$ cat src/rtl/cell_char_pkg.sv
// cell_char_pkg: shared types and helpers for cell characterisation sweeps
package cell_char_pkg;

    typedef enum logic [2:0] {
        IDLE,
        DRIVE,
        SETTLE,
        SAMPLE,
        REPORT,
        DONE
    } sweep_state_t;

    // OA221 truth table: Q = (IN1|IN2) & (IN3|IN4) & IN5, bit k = Q for vector k
    localparam logic [31:0] OA221_TT = 32'hEEE0_0000;

    // Reflected binary Gray code; callers cast to their own width
    function automatic logic [15:0] bin2gray(input logic [15:0] b);
        return b ^ (b >> 1);
    endfunction

endpackage

$ cat src/rtl/sat_counter.sv
// sat_counter: clearable up-counter that sticks at all-ones
module sat_counter #(
    parameter int W = 8
) (
    input  logic         i_clk,
    input  logic         i_rst_n,
    input  logic         i_clr,
    input  logic         i_inc,
    output logic [W-1:0] o_count
);

    logic [W-1:0] r_count;

    // Clear wins over increment; increment stops at the maximum value
    always_ff @(posedge i_clk or negedge i_rst_n) begin
        if (!i_rst_n)
            r_count <= '0;
        else if (i_clr)
            r_count <= '0;
        else if (i_inc && r_count != {W{1'b1}})
            r_count <= r_count + W'(1);
    end

    assign o_count = r_count;

endmodule

$ cat src/rtl/cell_stim_sweep.sv
// cell_stim_sweep: walks every input vector of a combinational cell, samples and checks its output
module cell_stim_sweep
    import cell_char_pkg::*;
#(
    parameter int                      N_IN        = 5,
    parameter int                      SETTLE_CYC  = 4,
    parameter logic [(2**N_IN)-1:0]    TRUTH_TABLE = OA221_TT,
    parameter int                      CNT_W       = 8
) (
    input  logic             CLK,
    input  logic             RSTB,
    input  logic             start,
    input  logic             gray_mode,
    output logic [N_IN-1:0]  stim,
    input  logic             q_in,
    output logic             busy,
    output logic             done,
    output logic             res_valid,
    input  logic             res_ready,
    output logic [N_IN-1:0]  res_vec,
    output logic             res_q,
    output logic             res_err,
    output logic [CNT_W-1:0] err_count,
    output logic [CNT_W-1:0] toggle_count
);

    localparam int              SW        = (SETTLE_CYC > 1) ? $clog2(SETTLE_CYC) : 1;
    localparam logic [SW-1:0]   SETTLE_LD = SW'(SETTLE_CYC - 1);
    localparam logic [N_IN:0]   LAST_IDX  = (N_IN + 1)'((2 ** N_IN) - 1);

    logic [1:0]      r_rst_sync;
    sweep_state_t    r_state;
    logic [N_IN:0]   r_idx;
    logic            r_gray;
    logic [SW-1:0]   r_settle;
    logic [N_IN-1:0] r_stim;
    logic            r_busy;
    logic            r_done;
    logic            r_res_valid;
    logic [N_IN-1:0] r_res_vec;
    logic            r_res_q;
    logic            r_res_err;

    logic            w_rst_n;
    logic            w_start_ok;
    logic            w_last;
    logic [N_IN-1:0] w_gray_vec;
    logic [N_IN-1:0] w_drive_vec;
    logic            w_err;
    logic            w_err_inc;
    logic            w_tog_inc;

    // Reset asserts immediately, releases two clocks after RSTB rises
    always_ff @(posedge CLK or negedge RSTB) begin
        if (!RSTB)
            r_rst_sync <= 2'b00;
        else
            r_rst_sync <= {r_rst_sync[0], 1'b1};
    end

    assign w_rst_n     = r_rst_sync[1];
    assign w_start_ok  = (r_state == IDLE) && start;
    assign w_last      = (r_idx == LAST_IDX);
    assign w_gray_vec  = N_IN'(bin2gray(16'(r_idx)));
    assign w_drive_vec = r_gray ? w_gray_vec : r_idx[N_IN-1:0];
    assign w_err       = q_in ^ TRUTH_TABLE[r_stim];
    assign w_err_inc   = (r_state == SAMPLE) && w_err;
    // The first vector has no predecessor, so it never counts as a toggle
    assign w_tog_inc   = (r_state == SAMPLE) && (r_idx != '0) && (q_in != r_res_q);

    // Sweep sequencer with all outputs registered
    always_ff @(posedge CLK or negedge w_rst_n) begin
        if (!w_rst_n) begin
            r_state     <= IDLE;
            r_idx       <= '0;
            r_gray      <= 1'b0;
            r_settle    <= '0;
            r_stim      <= '0;
            r_busy      <= 1'b0;
            r_done      <= 1'b0;
            r_res_valid <= 1'b0;
            r_res_vec   <= '0;
            r_res_q     <= 1'b0;
            r_res_err   <= 1'b0;
        end else begin
            case (r_state)
                IDLE: begin
                    if (start) begin
                        r_gray  <= gray_mode;
                        r_idx   <= '0;
                        r_busy  <= 1'b1;
                        r_state <= DRIVE;
                    end
                end
                DRIVE: begin
                    r_stim   <= w_drive_vec;
                    r_settle <= SETTLE_LD;
                    r_state  <= SETTLE;
                end
                SETTLE: begin
                    if (r_settle == '0)
                        r_state <= SAMPLE;
                    else
                        r_settle <= r_settle - SW'(1);
                end
                SAMPLE: begin
                    r_res_q     <= q_in;
                    r_res_vec   <= r_stim;
                    r_res_err   <= w_err;
                    r_res_valid <= 1'b1;
                    r_state     <= REPORT;
                end
                REPORT: begin
                    if (res_ready) begin
                        r_res_valid <= 1'b0;
                        if (w_last) begin
                            r_done  <= 1'b1;
                            r_state <= DONE;
                        end else begin
                            r_idx   <= r_idx + (N_IN + 1)'(1);
                            r_state <= DRIVE;
                        end
                    end
                end
                DONE: begin
                    r_done  <= 1'b0;
                    r_busy  <= 1'b0;
                    r_state <= IDLE;
                end
                default: r_state <= IDLE;
            endcase
        end
    end

    sat_counter #(.W(CNT_W)) u_err_cnt (
        .i_clk   (CLK),
        .i_rst_n (w_rst_n),
        .i_clr   (w_start_ok),
        .i_inc   (w_err_inc),
        .o_count (err_count)
    );

    sat_counter #(.W(CNT_W)) u_tog_cnt (
        .i_clk   (CLK),
        .i_rst_n (w_rst_n),
        .i_clr   (w_start_ok),
        .i_inc   (w_tog_inc),
        .o_count (toggle_count)
    );

    assign stim      = r_stim;
    assign busy      = r_busy;
    assign done      = r_done;
    assign res_valid = r_res_valid;
    assign res_vec   = r_res_vec;
    assign res_q     = r_res_q;
    assign res_err   = r_res_err;

endmodule

$ cat config.mk
export PLATFORM = sky130hd
export DESIGN_NAME = cell_stim_sweep
export DESIGN_NICKNAME = d
export VERILOG_FILES = /design/src/rtl/cell_char_pkg.sv /design/src/rtl/sat_counter.sv /design/src/rtl/cell_stim_sweep.sv
export SDC_FILE = /design/constraint.sdc
export NUM_CORES = 1
export LEC_CHECK = 0
export BUFFER_PORTS_ARGS = -buffer_cell sky130_fd_sc_hd__buf_2
export CAP_MARGIN = 10
export CORE_MARGIN = 2
export CORE_UTILIZATION = 60
export CTS_CLUSTER_DIAMETER = 80
export CTS_CLUSTER_SIZE = 10
export DETAILED_ROUTE_END_ITERATION = 10
export GPL_TIMING_DRIVEN = 0
export PLACE_DENSITY = 0.87
export SYNTH_ARGS = -nofsm -noshare
export SYNTH_HDL_FRONTEND = slang
export SYNTH_SLANG_ARGS = --single-unit
$ cat constraint.sdc
create_clock -name CLK -period 3.5 [get_ports CLK]
set_clock_uncertainty 0.15 [all_clocks]
set_input_delay 0.175 -clock CLK [delete_from_list [all_inputs] [get_ports CLK]]
set_output_delay 0.175 -clock CLK [all_outputs]
set_load 0.05 [all_outputs]
==> results of run 1 <==
synthesized netlist by cell type, types with 4 or more instances:
cell       n  area share (%)
nand3_1    9             1.9
ha_1      11             5.9
nand4_1    6             1.6
or4_1      4             1.3
nor2_1    15             2.4
mux2i_1   13             5.6
a21oi_1   18             3.9
or3_1      4             1.1
nand2_1   40             6.5
o31ai_1    4             1.3
o21ai_0   12             2.6
clkbuf_1   5            0.81
dfrtp_1   45              49
inv_1     14             2.3
nor3_1     6             1.3
path summary, 6_finish.rpt:
path,startpoint,end,depth (start not counted)
hold / removal,r_rst_sync[1],r_state[1],0
setup / recovery,r_idx[2],u_tog_cnt.o_count[7],6
hold reg to reg,r_rst_sync[1],r_state[1],0
max in group asynchronous,RSTB,r_rst_sync[0],3
min in group CLK,res_ready,done,3
setup reg to reg,r_idx[2],u_tog_cnt.o_count[7],6
per-stage QoR:
step | total power, W | cell area, sq um | std cells | setup slack (ns)
after floorplan | 0.00152 | 2310 | 243 | 1.41
after global routing | 0.00231 | 2730 | 340 | 1.34
after CTS | 0.00218 | 2720 | 339 | 1.48
after detailed placement | 0.00177 | 2570 | 328 | 1.49
after global placement | 0.00173 | 2550 | 327 | 1.52
final | 0.00217 | 2730 | 340 | 1.47
sequential cells by signal (all words and copies together), names as in the netlist:
name               flops
busy                   1
done                   1
r_gray                 1
r_idx                  6
r_rst_sync             2
r_settle               2
r_state                3
res_err                1
res_q                  1
res_valid              1
res_vec                5
stim                   5
u_err_cnt.o_count      8
u_tog_cnt.o_count      8
power by group through the flow:
stage	Clock, W	Sequential, W	Combinational, W
6_report	0.000401	0.000763	0.00100
5_1_grt	0.000435	0.000784	0.00110
4_1_cts	0.000409	0.000761	0.00101
3_5_place_dp	0	0.000772	0.000995
3_3_place_gp	0	0.000771	0.000958
2_1_floorplan	0	0.00106	0.000462
routing by layer:
| layer | GRT usage, % | vias to the layer above | share of wire, % |
|---|---|---|---|
| li1 | - | 957 | - |
| met1 | 32.5 | 988 | 42 |
| met2 | 44.0 | 47 | 53 |
| met3 | 6.98 | 7 | 3.6 |
| met4 | 10.2 | 0 | 1.4 |
| met5 | 0 | - | 0 |
worst reg2reg max path, cell delays in order (launching register included):
cell and delay [ns]:
dfrtp_1 0.49, inv_1 0.08, ha_1 0.20, nand3_1 0.15
o2111ai_4 0.21, or4_1 0.52, a21oi_1 0.16
logic make-up (layout without fill, tap and decap cells):
kind of cell             Yosys count  after routing  synth area share, %
XOR/XNOR                           4              4                 1.51
other                              1              1                0.162
adder cells (fa/ha/maj)           11             11                 5.95
flip-flops                        45             45                 48.7
multiplexers                      14             14                 6.11
buffers and inverters             22             71                 3.79
AND/OR/NAND/NOR                   97             97                 20.3
AO/OA/AOI/OAI                     49             49                 13.5
final cells by class:
| class | instances | area (sq um) |
|---|---|---|
| well taps | 48 | 60.1 |
| clock inverters | 3 | 46.3 |
| clock buffers | 5 | 68.8 |
| plain buffers | 8 | 35.0 |
| multi-input cells | 176 | 1100 |
| repair buffers | 41 | 240 |
| fillers | 268 | 958 |
| flip-flops and latches | 45 | 1130 |
| inverters | 14 | 52.6 |
repair_timing:
action,in CTS,in global routing
resized for setup,0,0
hold endpoints to repair,4,1
hold buffers,3,1
==> reports/metrics.csv, run 1 <==
stage;metric;value;unit
clocking;CTS tree;done;
logic_synthesis;cells after synthesis;243;
finish;Antenna Cells;0;
worst_setup_path;crit path cell chain;inv_1, ha_1, nand3_1, o2111ai_4, or4_1, a21oi_1;
worst_setup_path;worst path buffer plus inverter count;1;
flow_run;Max Cap Viol;0;
pwr;Switching Fraction;47.3;%
pwr;power per standard cell area;794;mW/mm^2
logic_synthesis;area of the mapped netlist;0.00231;sq mm
clocking;worst-case clock buffer depth;2;
floorplanning;I/O pin cnt;37;
pwr;Seq pwr share;35.2;%
placement;gpl congestion;0.851;
routing;Post-Route WL;5.10;mm
finish;leading cell type in the layout, fill and taps excluded;dfrtp_1;
placement;Buffers on Ports;36;
pwr;worst vdd ir;603;uV
logic_synthesis;Yosys cell types;41;
clocking;H-tree depth;2;
worst_setup_path;Critical Path Fanout Max;10;
routing;Initial DRT Pass Iterations;4;
routing;drt via density;5.88;
logic_synthesis;Post-synth EDFFs;0;
clocking;worst-skew pair later-pin latency;0.31;ns
worst_setup_path;WS Path Type;register to register;
routing;drc violations;0;
sta;period utilisation layout;58.0;%
sta;final hold slack;0.0409;ns
routing;WL/cell;15.0;microns
finish;Area Growth Syn to Fin;18.0;%
pwr;Psw;0.00103;W
clocking;root buffer cell;clkbuf_8;
routing;Vias;1999;
worst_setup_path;R2R Setup Slk;1.47;ns
floorplanning;row count;22;
clocking;clock sinks;45;
floorplanning;Core ar.;0.00369;sq mm
floorplanning;die extent in y;66.1;microns
global_routing;vias in the first global route;1848;
global_routing;largest net degree at the start of global routing;30;
sta;unrepaired setup endpoints after global routing;false;
floorplanning;Starting Density;62.7;%
pwr;Leak;1.32;nW
worst_setup_path;Arrival @ worst endpoint;2.12;ns
sta;Slew Limit Fails;0;
logic_synthesis;Synth Net Count;260;
worst_setup_path;Slowest cell on crit path;or4_1;
logic_synthesis;Syn Area/Cell;9.52;sq um
routing;DRT antenna net count;0;
finish;Total Nets Final;308;
finish;most frequent cells in the layout;dfrtp_1, nand2_1, buf_2, a21oi_1, nor2_1;
logic_synthesis;Primary FF master, synth;dfrtp_1;
global_routing;Tot GR Track Use;26.4;%
worst_setup_path;critical path capture point type;register;
clocking;post-CTS setup buffers;0;
worst_setup_path;Setup crit start kind;register;
pwr;Comb pwr share;46.3;%
clocking;total CTS buffers;5;
floorplanning;Die ar.;0.00437;sq mm
worst_setup_path;Slowest Stage Delay on Critical Path;0.52;ns
sta;Setup TNS Final;0;ns
run_status;status;finished clean;
logic_synthesis;Yosys Warn Count;0;
sta;final hold vios;0;
placement;detailed placement HPWL;3.57;mm
sta;Setup Viol. Count Final;0;
global_routing;antenna violations before repair;0;
sta;f_max;492;MHz
worst_setup_path;Required @ worst endpoint;3.59;ns
sta;relative max-transition margin;60.5;%
logic_synthesis;async set or reset register ratio after synthesis;100;%
logic_synthesis;register area share after synthesis;48.7;%
worst_hold_path;Hold Path Class;register to async pin;
global_routing;first-pass GRT wire length;8.60;mm
pwr;Clock power frac;18.5;%
routing;DRT iter0 DRCs;137;
floorplanning;die width;66.1;microns
clocking;Clock transition at path regs;0.09;ns
global_routing;grt ovf;0;
sta;Tmin final;2.03;ns
logic_synthesis;number of synthesized register bits;45;
finish;share of cells above drive strength 1;17.5;%
pwr;Int Pwr;0.00114;W
sta;Slew @ Worst Pin;0.586;ns
worst_setup_path;family with the most delay on the worst path;simple AND/OR/NAND/NOR gates;
finish;Core Util, Final;74.0;%
Note: power is estimated with default switching activity, not from simulation.
==> run 2: changes to the inputs <==
CORE_UTILIZATION = 50   (was 60)
PLACE_DENSITY = 0.78   (was 0.87)
clock period = 1.8 ns   (was 3.5 ns; I/O delays follow)
==> run 2 against run 1 <==
  * Utilization is 1.8 points lower
  * The run now ends with setup timing left
  * Non-clock buffer count is 25 higher
  * Largest power group unchanged
  * Worst hold slack better by 0.046 ns
  * Largest cell class is now multi-input gates
==> reports/metrics.csv, run 2 (same netlist as run 1, synthesis figures left out) <==
stage;metric;value;unit;change
placement;post-placement setup slack;-0.198;ns;was 1.49 ns
sta;period utilisation layout;100;%;was 58.0%
run_status;failing checks;setup timing;;
floorplanning;die width;72.0;microns;was 66.1 microns
sta;unrepaired setup endpoints after global routing;true;;was false
placement;detailed placement HPWL;3.48;mm;was 3.57 mm
pwr;Comb pwr share;50.0;%;was 46.3%
pwr;Power, Total;0.00470;W;was 0.00217 W
finish;Total Nets Final;333;;was 308
floorplanning;die extent in y;72.0;microns;was 66.1 microns
finish;final instance area;0.00319;sq mm;was 0.00273 sq mm
global_routing;largest net degree at the start of global routing;35;;was 30
global_routing;grt ovf;0;;unchanged
routing;DRT iter0 DRCs;118;;was 137
routing;Post-Route WL;5.70;mm;was 5.10 mm
worst_setup_path;Arrival @ worst endpoint;1.89;ns;was 2.12 ns
floorplanning;Die ar.;0.00519;sq mm;was 0.00437 sq mm
pwr;Int Pwr;0.00254;W;was 0.00114 W
clocking;worst-case clock buffer depth;2;;unchanged
sta;Slew Limit Fails;0;;unchanged
worst_setup_path;WS Path Type;register to register;;unchanged
finish;share of cells above drive strength 1;40.4;%;was 17.5%
floorplanning;Starting Density;52.4;%;was 62.7%
worst_setup_path;Critical Path Fanout Max;6;;was 10
finish;Antenna Cells;0;;unchanged
sta;Setup Viol. Count Final;1;;was 0
flow_run;Max Cap Viol;0;;unchanged
sta;final hold vios;0;;unchanged
routing;WL/cell;15.4;microns;was 15.0 microns
finish;leading cell type in the layout, fill and taps excluded;nand2_1;;was dfrtp_1
worst_setup_path;Required @ worst endpoint;1.88;ns;was 3.59 ns
routing;M1 wire length;2.50;mm;was 2.13 mm
placement;dpl cell area;0.00266;sq mm;was 0.00257 sq mm
placement;gpl congestion;0.809;;was 0.851
clocking;total CTS buffers;5;;unchanged
global_routing;antenna violations before repair;0;;unchanged
global_routing;first-pass GRT wire length;8.91;mm;was 8.60 mm
pwr;Psw;0.00216;W;was 0.00103 W
global_routing;vias in the first global route;1910;;was 1,848
sta;Tmin final;1.81;ns;was 2.03 ns
worst_setup_path;Slowest Stage Delay on Critical Path;0.55;ns;was 0.52 ns
floorplanning;Core ar.;0.00441;sq mm;was 0.00369 sq mm
pwr;Clock power frac;17.2;%;was 18.5%
floorplanning;row count;24;;was 22
sta;f_max;553;MHz;was 492 MHz
clocking;worst-skew pair later-pin latency;0.30;ns;was 0.31 ns
worst_setup_path;crit path cell chain;inv_2, ha_4, nand3_4, o2111ai_4, or4_4, a21oi_2;;was inv_1, ha_1, nand3_1, o2111ai_4, or4_1, a21oi_1
pwr;Switching Fraction;45.9;%;was 47.3%
sta;Worst Slack Setup Final;-0.00780;ns;was 1.47 ns
routing;drt via density;5.67;;was 5.88
routing;top routing layer in use;met4;;unchanged
worst_setup_path;Setup crit start kind;register;;unchanged
global_routing;Tot GR Track Use;22.0;%;was 26.4%
pwr;worst vdd ir;980;uV;was 603 uV
routing;Vias;2092;;was 1,999
routing;Initial DRT Pass Iterations;5;;was 4
floorplanning;I/O pin cnt;37;;unchanged
clocking;root buffer cell;clkbuf_8;;unchanged
pwr;power per standard cell area;1480;mW/mm^2;was 794 mW/mm^2
sta;final hold slack;0.0872;ns;was 0.0409 ns
clocking;H-tree depth;2;;unchanged
placement;Buffers on Ports;36;;unchanged
finish;Area Growth Syn to Fin;37.8;%;was 18.0%
routing;drc violations;0;;unchanged
clocking;clock sinks;45;;unchanged
routing;WL met2;2.94;mm;was 2.72 mm
sta;Setup TNS Final;-0.00780;ns;was 0 ns
finish;most frequent cells in the layout;nand2_1, buf_2, dfrtp_1, buf_4, dfrtp_2;;was dfrtp_1, nand2_1, buf_2, a21oi_1, nor2_1
routing;met3 WL;217;microns;was 182 microns
pwr;Seq pwr share;32.7;%;was 35.2%
worst_hold_path;Hold Path Class;register to async pin;;unchanged
finish;fill cell count;314;;was 268
clocking;CTS tree;done;;unchanged
pwr;Leak;1.46;nW;was 1.32 nW
clocking;Clock transition at path regs;0.09;ns;about the same
worst_setup_path;critical path capture point type;register;;unchanged
run_status;status;complete, but fails checks;;was finished clean
routing;DRT antenna net count;0;;unchanged
worst_setup_path;Slowest cell on crit path;or4_4;;was or4_1
run 2: changes by cell type in the layout (fill, tap and decap cells not counted), moves of 3 or more:
cell / delta
a21oi_1: -4
inv_2: +3
inv_1: -3
buf_4: +22
clkbuf_1: -4
dfrtp_1: -18
a21oi_2: +4
ha_1: -6
nand3_1: -4
dfrtp_2: +18
ha_4: +4
nand3_2: +3
run 2: per-stage QoR:
stage	instances	utilization (%)
floorplan	243	-
global placement	331	59.8
detailed placement	332	60.2
CTS	359	67.1
global route	369	72.2
finish	369	72.2
run 2: final timing paths:
| check | slack, ns | from | end | depth (start not counted) |
|---|---|---|---|---|
| worst min register to register | 0.09 | r_rst_sync[1] | r_settle[0] | 1 |
| worst min-delay path | 0.09 | r_rst_sync[1] | r_settle[0] | 1 |
| worst max-delay path | -0.008 | r_idx[3] | u_tog_cnt.o_count[7] | 6 |
| worst max register to register | -0.008 | r_idx[3] | u_tog_cnt.o_count[7] | 6 |
| max in group asynchronous | 0.56 | r_rst_sync[1] | u_err_cnt.o_count[2] | 1 |
| min in group CLK | 0.12 | start | r_idx[1] | 4 |
run 2: timing repair:
item | in CTS | in global routing
cloned | 0 | 1
endpoints found under the setup margin | 14 | 21
pin swaps | 1 | 15
gates resized for setup | 9 | 36
hold buffers | 6 | 0
hold endpoints to repair | 14 | 0
setup buffers | 13 | 10
run 2: layout make-up:
class / count / area, sq um / share of cell area (%)
multi-input cells: 176 / 1310 / 41.1
flip-flops and latches: 45 / 1150 / 36.1
repair buffers: 67 / 440 / 13.8
clock buffers: 6 / 82.6 / 2.59
well taps: 52 / 65.1 / 2.04
inverters: 14 / 52.6 / 1.65
plain buffers: 7 / 47.5 / 1.49
clock inverters: 2 / 37.5 / 1.18
run 2: per-layer routing:
| metal | GRT usage (%) | up-vias |
|---|---|---|
| met5 | 0 | - |
| met1 | 29.3 | 1030 |
| met2 | 36.2 | 53 |
| li1 | - | 1003 |
| met3 | 5.28 | 6 |
| met4 | 6.08 | 0 |
run 2: worst max-delay path, delay by kind of cell (launching register included):
kind                       cells  cell delay (ns)
AOI/OAI and AO/OA              2             0.29
buffers and inverters          1             0.06
DFF                            1             0.45
adders and majority gates      1             0.16
and+or+nand+nor                2             0.64
run 2: power groups by stage:
stage | sequential (W) | combinational, W | clock (W)
after floorplan | 0.00211 | 0.000932 | 0
after CTS | 0.00151 | 0.00210 | 0.000821
after global routing | 0.00157 | 0.00256 | 0.000875
final | 0.00154 | 0.00235 | 0.000810
after detailed placement | 0.00154 | 0.00198 | 0
after global placement | 0.00155 | 0.00192 | 0
